### src/rtl/hwag_pulse_pkg.sv
// Shared types for the HWAG period pulse generator.
//   pg_state_t : FSM state encoding (IDLE / RUN)
//   PG_MODE_*  : encodings of the mode input sampled on start
package hwag_pulse_pkg;

  typedef enum logic {
    PG_IDLE = 1'b0,
    PG_RUN  = 1'b1
  } pg_state_t;

  localparam logic PG_MODE_CONT    = 1'b0;
  localparam logic PG_MODE_ONESHOT = 1'b1;

endpackage

### src/rtl/period_shadow.sv
// Single-entry shadow buffer for the next period word.
//   clk, arst  : clock, async active-high reset
//   per_data   : incoming period word
//   per_valid  : per_data valid
//   per_ready  : buffer empty (registered: inverse of the full flag)
//   consume    : the FSM takes the buffered word this edge
//   shadow     : buffered word
//   full       : buffer holds an unconsumed word
module period_shadow #(
  parameter int WIDTH = 16
) (
  input  logic             clk,
  input  logic             arst,
  input  logic [WIDTH-1:0] per_data,
  input  logic             per_valid,
  output logic             per_ready,
  input  logic             consume,
  output logic [WIDTH-1:0] shadow,
  output logic             full
);

  // consume only happens when full, and a load only when empty, so the
  // two never overlap; consume is still given precedence explicitly.
  always_ff @(posedge clk or posedge arst) begin
    if (arst) begin
      shadow <= '0;
      full   <= 1'b0;
    end else if (consume) begin
      full   <= 1'b0;
    end else if (per_valid && !full) begin
      shadow <= per_data;
      full   <= 1'b1;
    end
  end

  assign per_ready = ~full;

endmodule

### src/rtl/period_pulse_gen.sv
// Programmable down-counting tick generator: converts a period word into
// a strobe stream, one pulse every P enabled clocks (P=0 means 2**WIDTH).
//   clk, arst  : clock, async active-high reset
//   ena        : count enable; counter and FSM advance only when high
//   per_data/per_valid/per_ready : period handshake into the shadow buffer
//   mode       : 0 continuous, 1 one-shot (sampled on start)
//   start/stop : start request / abort request
//   pulse      : one-clock strobe at terminal count
//   busy       : FSM in RUN
//   count      : current down-count value
//   start_err  : one-clock flag, start seen in IDLE with no period buffered
module period_pulse_gen
  import hwag_pulse_pkg::*;
#(
  parameter int WIDTH = 16
) (
  input  logic             clk,
  input  logic             arst,
  input  logic             ena,
  input  logic [WIDTH-1:0] per_data,
  input  logic             per_valid,
  output logic             per_ready,
  input  logic             mode,
  input  logic             start,
  input  logic             stop,
  output logic             pulse,
  output logic             busy,
  output logic [WIDTH-1:0] count,
  output logic             start_err
);

  pg_state_t        state, state_nxt;
  logic [WIDTH-1:0] period, period_nxt;
  logic [WIDTH-1:0] count_nxt;
  logic             mode_r, mode_nxt;
  logic             pulse_nxt, err_nxt;
  logic             consume;
  logic [WIDTH-1:0] shadow;
  logic             full;

  period_shadow #(.WIDTH(WIDTH)) u_shadow (
    .clk       (clk),
    .arst      (arst),
    .per_data  (per_data),
    .per_valid (per_valid),
    .per_ready (per_ready),
    .consume   (consume),
    .shadow    (shadow),
    .full      (full)
  );

  always_ff @(posedge clk or posedge arst) begin
    if (arst) begin
      state     <= PG_IDLE;
      count     <= '0;
      period    <= '0;
      mode_r    <= PG_MODE_CONT;
      pulse     <= 1'b0;
      start_err <= 1'b0;
    end else begin
      state     <= state_nxt;
      count     <= count_nxt;
      period    <= period_nxt;
      mode_r    <= mode_nxt;
      pulse     <= pulse_nxt;
      start_err <= err_nxt;
    end
  end

  always_comb begin
    state_nxt  = state;
    count_nxt  = count;
    period_nxt = period;
    mode_nxt   = mode_r;
    pulse_nxt  = 1'b0;
    err_nxt    = 1'b0;
    consume    = 1'b0;
    case (state)
      PG_IDLE: begin
        // stop is meaningless here; start is only acted on while enabled
        if (ena && start) begin
          if (full) begin
            state_nxt  = PG_RUN;
            count_nxt  = shadow;
            period_nxt = shadow;
            mode_nxt   = mode;
            consume    = 1'b1;
          end else begin
            err_nxt    = 1'b1;
          end
        end
      end
      PG_RUN: begin
        // stop is an abort and acts even while the count is frozen
        if (stop) begin
          state_nxt = PG_IDLE;
          count_nxt = '0;
        end else if (ena) begin
          if (count == WIDTH'(1)) begin
            pulse_nxt = 1'b1;
            if (mode_r == PG_MODE_ONESHOT) begin
              state_nxt = PG_IDLE;
              count_nxt = '0;
            end else if (full) begin
              count_nxt  = shadow;
              period_nxt = shadow;
              consume    = 1'b1;
            end else begin
              count_nxt  = period;
            end
          end else begin
            // wraps 0 -> all-ones, giving 2**WIDTH cycles for period 0
            count_nxt = count - WIDTH'(1);
          end
        end
      end
      default: state_nxt = PG_IDLE;
    endcase
  end

  assign busy = (state == PG_RUN);

endmodule

### config.mk
export PLATFORM = sky130hd
export DESIGN_NAME = period_pulse_gen
export DESIGN_NICKNAME = d
export VERILOG_FILES = /design/src/rtl/hwag_pulse_pkg.sv /design/src/rtl/period_shadow.sv /design/src/rtl/period_pulse_gen.sv
export SDC_FILE = /design/constraint.sdc
export NUM_CORES = 1
export LEC_CHECK = 0
export BUFFER_PORTS_ARGS = -buffer_cell sky130_fd_sc_hd__buf_2
export CAP_MARGIN = 20
export CELL_PAD_IN_SITES_DETAIL_PLACEMENT = 2
export CELL_PAD_IN_SITES_GLOBAL_PLACEMENT = 2
export CORE_AREA = 4 4 90 92
export CTS_BUF_LIST = sky130_fd_sc_hd__clkbuf_4
export CTS_CLUSTER_SIZE = 12
export DETAILED_ROUTE_END_ITERATION = 6
export DIE_AREA = 0 0 94 96
export PLACE_DENSITY = 0.84
export SLEW_MARGIN = 15
export SYNTH_ARGS = -nofsm -noshare
export SYNTH_HDL_FRONTEND = slang
export SYNTH_SLANG_ARGS = --single-unit
### constraint.sdc
create_clock -name clk -period 6.3 [get_ports clk]
set_input_delay 0.315 -clock clk [delete_from_list [all_inputs] [get_ports clk]]
set_output_delay 0.315 -clock clk [all_outputs]
set_load 0.02 [all_outputs]
==> results.cfg, run 1 <==
[die]
core_mm2 = 0.00721
die_width_um = 94
rows = 31
dieArea_mm2 = 0.00902
die_h_um = 96
ios = 43
initial_core_util = 0.404

[yosys]
yosys-top-cells-area = dfrtp_1, mux2_2, mux2i_1, mux2_4, o21ai_0
syn_nets = 294
yosys_register_bits = 53
yosysSeqAreaShare = 0.456
yosysMostFrequentCell = dfrtp_1
synth_commonest_cells = dfrtp_1, o21ai_0, mux2_2, mux2i_1, nor2_1
synth_cell_types = 46
synth.largest_area_cell = dfrtp_1
synth_ff_type = dfrtp_1
synth_top_area_frac = 0.456
syn_area_mm2 = 0.00291
synth_area_per_cell_um2 = 10.8
synthArstFlopShare = 1.00
synth_edf_count = 0
netlist_instances = 269
ys_warn_count = 0

[sta]
setup_violations = 0
fin_tns_setup_ns = 0
fmax_ghz = 0.320
finalCriticalPeriod_ns = 3.13
rsz0062_at_grt = false
clock_skew_ns = 0.00875
relSlewSlack = 0.291
final_hold_viol_count = 0
timing.final.crit_share = 0.497
worstMarginPinSlew_ns = 1.06
maxSlewViolCount = 0

[cts]
cts_buffers = 5
cts-root-buf = clkbuf_4
clock_latency_ns = 0.39
cts_setup_buffers = 0
clkTransAtPathRegs_ns = 0.17
cts-htree-levels = 2
ctsHoldBuffers = 0
ctsResizeCount = 0
cts_sinks = 53
tritoncts = yes
cts_buffer_depth = 2

[critical_path]
r2r-end = count[8]$_DFFE_PP0P_
cp-start-kind = flop
slowest_delay_ns = 1.03
cp.required_ns = 6.58
reg2regPathDepth = 5
rr_startpoint = u_shadow.full$_DFFE_PP0P_
crit_fanout = 22
cp_slowest_cell = dfrtp_1
path_common_cell = o21ai_0
path_class = flop to flop
end_kind = flop
r2r_slack_ns = 3.17
path_cells = nand4b_1 > nand2_1 > o21ai_0 > o21ai_0 > o21ai_0
critPathArrivalTime_ns = 3.41

[routing]
vias = 2286
initialDrtViolationCount = 107
drt_wl_total_um = 8600
wl_per_cell_um = 21.1
drcViolationCount = 0
ant_nets = 0
avgViaCountPerCell = 5.62
drt_pass1_iterations = 4

[finish]
insertedDiodeCount = 0
drive_gt1_frac = 0.302
nNetsFinal = 332
area_growth_pct = 11.7
final_cells = 407
final_util = 0.451

[placed_design]
portBuffers = 42
gp_congestion = 0.755
place_inst = 399
dp_hpwl_um = 6580

[grt]
antenna_found_initial = 0
grt_pass1_wl_um = 13800
grt_usage = 0.204
grt_max_degree = 54
grt_pass1_vias = 2461
grt_overflow = 0

[status]
status = complete, no violations

[power]
ir_drop_v = 0.000192
p_per_area_mw_per_mm2 = 499
power_leakage_nw = 1.44

[hold_path]
holdCritPathClass = primary input to asynchronous set/reset pin

[run]
drv_cap = 0
-- metrics by stage --
stage / cell area [um2] / power, mW / hold slack (ns) / worst slack, ns
6_report: 3250 / 1.62 / 0.0821 / 3.17
5_1_grt: 3250 / 1.74 / 0.112 / 2.87
4_1_cts: 3250 / 1.64 / 0.101 / 3.15
3_5_place_dp: 3190 / 1.47 / 0.497 / 3.18
3_3_place_gp: 3190 / 1.41 / 0.489 / 3.32
2_1_floorplan: 2910 / 1.21 / 0.432 / 4.10
-- flip-flops by register name, summed over array words and instances, names as in the netlist --
name,count
start_err,1
u_shadow.full,1
count,16
busy,1
u_shadow.shadow,16
mode_r,1
pulse,1
period,16
-- how the worst max path moves through the flow --
stage | startpoint | endpoint | slack, ns | depth (start not counted)
6_report | u_shadow.full$_DFFE_PP0P_ | count[8]$_DFFE_PP0P_ | 3.17 | 5
5_1_grt | u_shadow.full$_DFFE_PP0P_ | count[7]$_DFFE_PP0P_ | 2.87 | 5
4_1_cts | u_shadow.full$_DFFE_PP0P_ | count[15]$_DFFE_PP0P_ | 3.15 | 5
3_5_place_dp | u_shadow.full$_DFFE_PP0P_ | count[7]$_DFFE_PP0P_ | 3.18 | 5
3_3_place_gp | u_shadow.full$_DFFE_PP0P_ | count[8]$_DFFE_PP0P_ | 3.32 | 5
2_1_floorplan | count[0]$_DFFE_PP0P_ | count[5]$_DFFE_PP0P_ | 4.10 | 5
-- logic make-up (layout without fill, tap and decap cells) --
group	after synthesis	after routing	synth area share
DFF	53	53	0.456
muxes	50	50	0.198
adders and majority gates	2	2	0.00859
buffers and inverters	21	60	0.0331
and+or+nand+nor	64	64	0.125
xor gates and xnor gates	8	8	0.0241
AOI/OAI and AO/OA	71	71	0.156
-- placed cells by master, fill, tap and decap left out, drive strengths merged, types with 3 or more instances in the layout --
cell    count
dfrtp      53
buf        44
mux2       31
o21ai      29
nor2       19
mux2i      19
nand2      13
a21oi      10
nor3        9
inv         9
o21a        6
o22ai       6
xnor2       5
clkbuf      5
o221ai      4
nor4        4
nor2b       3
xor2        3
or3         3
-- where the power goes --
part	switching, mW	internal, mW
registers	0.256	0.501
clock network	0.119	0.0448
logic	0.360	0.343
-- final cells by class --
cell class | instances | area (um2)
sequential | 53 | 1330
tap | 99 | 124
fill | 787 | 3960
clock inverter | 3 | 21.3
clock buffer | 5 | 37.5
timing repair buffer | 44 | 225
multi-input combinational | 195 | 1490
inverter | 8 | 30.0
-- worst max-delay path, delay by kind of cell, from the launching register on --
kind	cells	cell delay (ns)
AND/OR/NAND/NOR	2	1.53
flip-flops	1	1.03
AO/OA/AOI/OAI	3	0.46
-- per-layer routing --
metal | global-route usage | share of wire | vias up
met2 | 0.348 | 0.50 | 36
met1 | 0.273 | 0.47 | 1175
met4 | 0.0554 | 0.010 | 0
met3 | 0.0274 | 0.027 | 5
li1 | - | - | 1070
met5 | 0 | 0 | -
Power figures use the tool's default switching activity.
==> run 2, diff against run 1 <==
Settings changed: ABC_AREA set to 1, CORE_AREA 4 4 90 92 to 4 4 101 103, DIE_AREA 0 0 94 96 to 0 0 105 107, PLACE_DENSITY 0.84 to 0.79.
Clock period 6.3 ns to 3 ns, I/O delays scaled along.
==> run 2 against run 1 <==
  * Synthesized cell count up 54%
  * Cell area is 9.8% higher
  * Count of clock-buffer cells in the layout did not move
  * Sequential share of layout area is 3.6 points lower
  * Critical path depth increased by 5
  * First-iteration DRC count rose by 17%
  * Cell count grew 42%
  * Via count grew 29%
  * Sequential cell count is the same
  * Critical endpoint is now period[11]$_DFFE_PP0P_
  * Critical path type unchanged
==> results.cfg, run 2 <==
[sta]
timing.final.crit_share = 0.724
clock_skew_ns = 0.00500
worstMarginPinSlew_ns = 0.918
rsz0062_at_grt = false
fmax_ghz = 0.461
setup_violations = 0
fin_ws_ns = 0.829
fin_tns_setup_ns = 0
finalCriticalPeriod_ns = 2.17
relSlewSlack = 0.386
maxSlewViolCount = 0
hold-worst-slack_ns = 0.00808
final_hold_viol_count = 0

[grt]
antenna_found_initial = 0
grt_overflow = 0
grt_pass1_wl_um = 17400
grt_max_degree = 34
grt_usage = 0.192
grt_pass1_vias = 3232

[finish]
nFillCells = 1108
drive_gt1_frac = 0.178
nNetsFinal = 491
area_growth_pct = 16.3
layout.area.seq_mm2 = 0.00133
multiInputGateArea_mm2 = 0.00148
insertedDiodeCount = 0
final_cell_mix = nand2_1, dfrtp_1, inv_1
final_common_cell = nand2_1
top_regs = count x16, period x16, u_shadow.shadow x16

[routing]
vias = 2943
wl_per_cell_um = 17.8
drt_pass1_iterations = 4
ant_nets = 0
initialDrtViolationCount = 125
drcViolationCount = 0
avgViaCountPerCell = 5.10
drt_wl_total_um = 10300

[critical_path]
path_buf_inv = 2
path_class = flop to flop
end_kind = flop
cp.depth = 10
path_common_cell = nand2_4
cp_slowest_cell = dfrtp_1
crit_fanout = 27
critical_path.top_delay_family = simple AND/OR/NAND/NOR gates
cp.required_ns = 3.31
cp-start-kind = flop
path_cells = inv_1 > ha_1 > nand3_1 > nor2_4 > nand2_4 > clkinv_2 > nand3b_4 > nand2_4 > nand2_1 > o21ai_1
slowest_delay_ns = 0.44
reg2regPathDepth = 10
critPathArrivalTime_ns = 2.48

[yosys]
yosysMostFrequentCell = nand2_1
yosys_register_bits = 53
yosys-top-cells-area = dfrtp_1, nand2_1, nand3_1, o21ai_0, inv_1
synthArstFlopShare = 1.00
ys_warn_count = 0
syn_area_mm2 = 0.00307
syn_nets = 440
yosysSeqAreaShare = 0.432
synth_cell_types = 29
synth.largest_area_cell = dfrtp_1
synth_area_per_cell_um2 = 7.40
synth_commonest_cells = nand2_1, dfrtp_1, inv_1, nor2_1, nand3_1
synth_ff_type = dfrtp_1
netlist_instances = 415
synth_top_area_frac = 0.432
synth_edf_count = 0

[placed_design]
dp_slack_ns = 0.933
dp_hpwl_um = 7530
gp_congestion = 0.780
portBuffers = 42

[cts]
cts-htree-levels = 2
clkTransAtPathRegs_ns = 0.16
cts_buffers = 5
ctsResizeCount = 0
cts_buffer_depth = 2
clock_latency_ns = 0.38
tritoncts = yes
cts_sinks = 53
cts-root-buf = clkbuf_4

[hold_path]
holdCritPathClass = primary input to flop
holdPathStages = 2

[status]
status = complete, no violations

[die]
die_h_um = 107
dieArea_mm2 = 0.0112
ios = 43
core_mm2 = 0.00920
die_width_um = 105
rows = 35
initial_core_util = 0.334

[power]
p_per_area_mw_per_mm2 = 990
ir_drop_v = 0.000409
power_leakage_nw = 1.77

[run]
drv_cap = 0
## run 2: power breakdown
part | internal (mW) | switching, mW
combinational | 0.576 | 1.13
clock | 0.170 | 0.249
sequential | 1.05 | 0.357
total | 1.80 | 1.74
## run 2: kinds of logic (layout without fill, tap and decap cells)
kind of cell             count (synthesis)  after routing  synth area share
adder cells (fa/ha/maj)                  2              2           0.00815
AO/OA/AOI/OAI                           79             79             0.136
AND/OR/NAND/NOR                        203            203             0.293
flip-flops                              53             53             0.432
multiplexers                            10             10            0.0367
XOR/XNOR                                 3              3           0.00856
buffers and inverters                   65            116            0.0859
## run 2: path summary, 6_finish.rpt
path                            slack, ns             startpoint                         endpoint
worst max-delay path                 0.83   count[1]$_DFFE_PP0P_           period[11]$_DFFE_PP0P_
worst min-delay path                0.008           per_data[15]  u_shadow.shadow[15]$_DFFE_PP0P_
worst max register to register       0.83   count[1]$_DFFE_PP0P_           period[11]$_DFFE_PP0P_
worst min register to register       0.53  period[0]$_DFFE_PP0P_            period[0]$_DFFE_PP0P_
max in group asynchronous            1.79                   arst                   busy$_DFF_PP0_
min in group asynchronous            0.43                   arst  u_shadow.shadow[14]$_DFFE_PP0P_
## run 2: cell type report
class | count | share of cell area
clock buffers | 5 | 0.0105
well taps | 111 | 0.0389
inverters | 51 | 0.0539
flip-flops and latches | 53 | 0.371
clock inverters | 2 | 0.00981
repair buffers | 58 | 0.101
multi-input cells | 297 | 0.415
## run 2: layer usage
| layer | part of all wire | global-route usage |
|---|---|---|
| met2 | 0.48 | 0.319 |
| met5 | 0 | 0 |
| met4 | 0.0056 | 0.0309 |
| met3 | 0.017 | 0.0223 |
| met1 | 0.50 | 0.274 |
## run 2: worst register-to-register path, stage by stage, from the launching register on
cell,delay [ns]
dfrtp_1,0.44
inv_1,0.09
ha_1,0.20
nand3_1,0.14
nor2_4,0.23
nand2_4,0.15
clkinv_2,0.15
nand3b_4,0.15
nand2_4,0.29
nand2_1,0.14
o21ai_1,0.13
## run 2: timing repair
action,CTS,global route
setup buffers,0,0
hold endpoints to repair,43,0
hold buffers,12,0
## run 2: per-stage QoR
stage	area (um2)	instances	power (mW)	util
finish	3570	577	3.54	0.388
floorplan	3070	415	2.50	-
global route	3570	577	3.86	0.388
detailed placement	3380	558	3.11	0.367
global placement	3380	558	3.01	0.367
CTS	3570	577	3.54	0.388
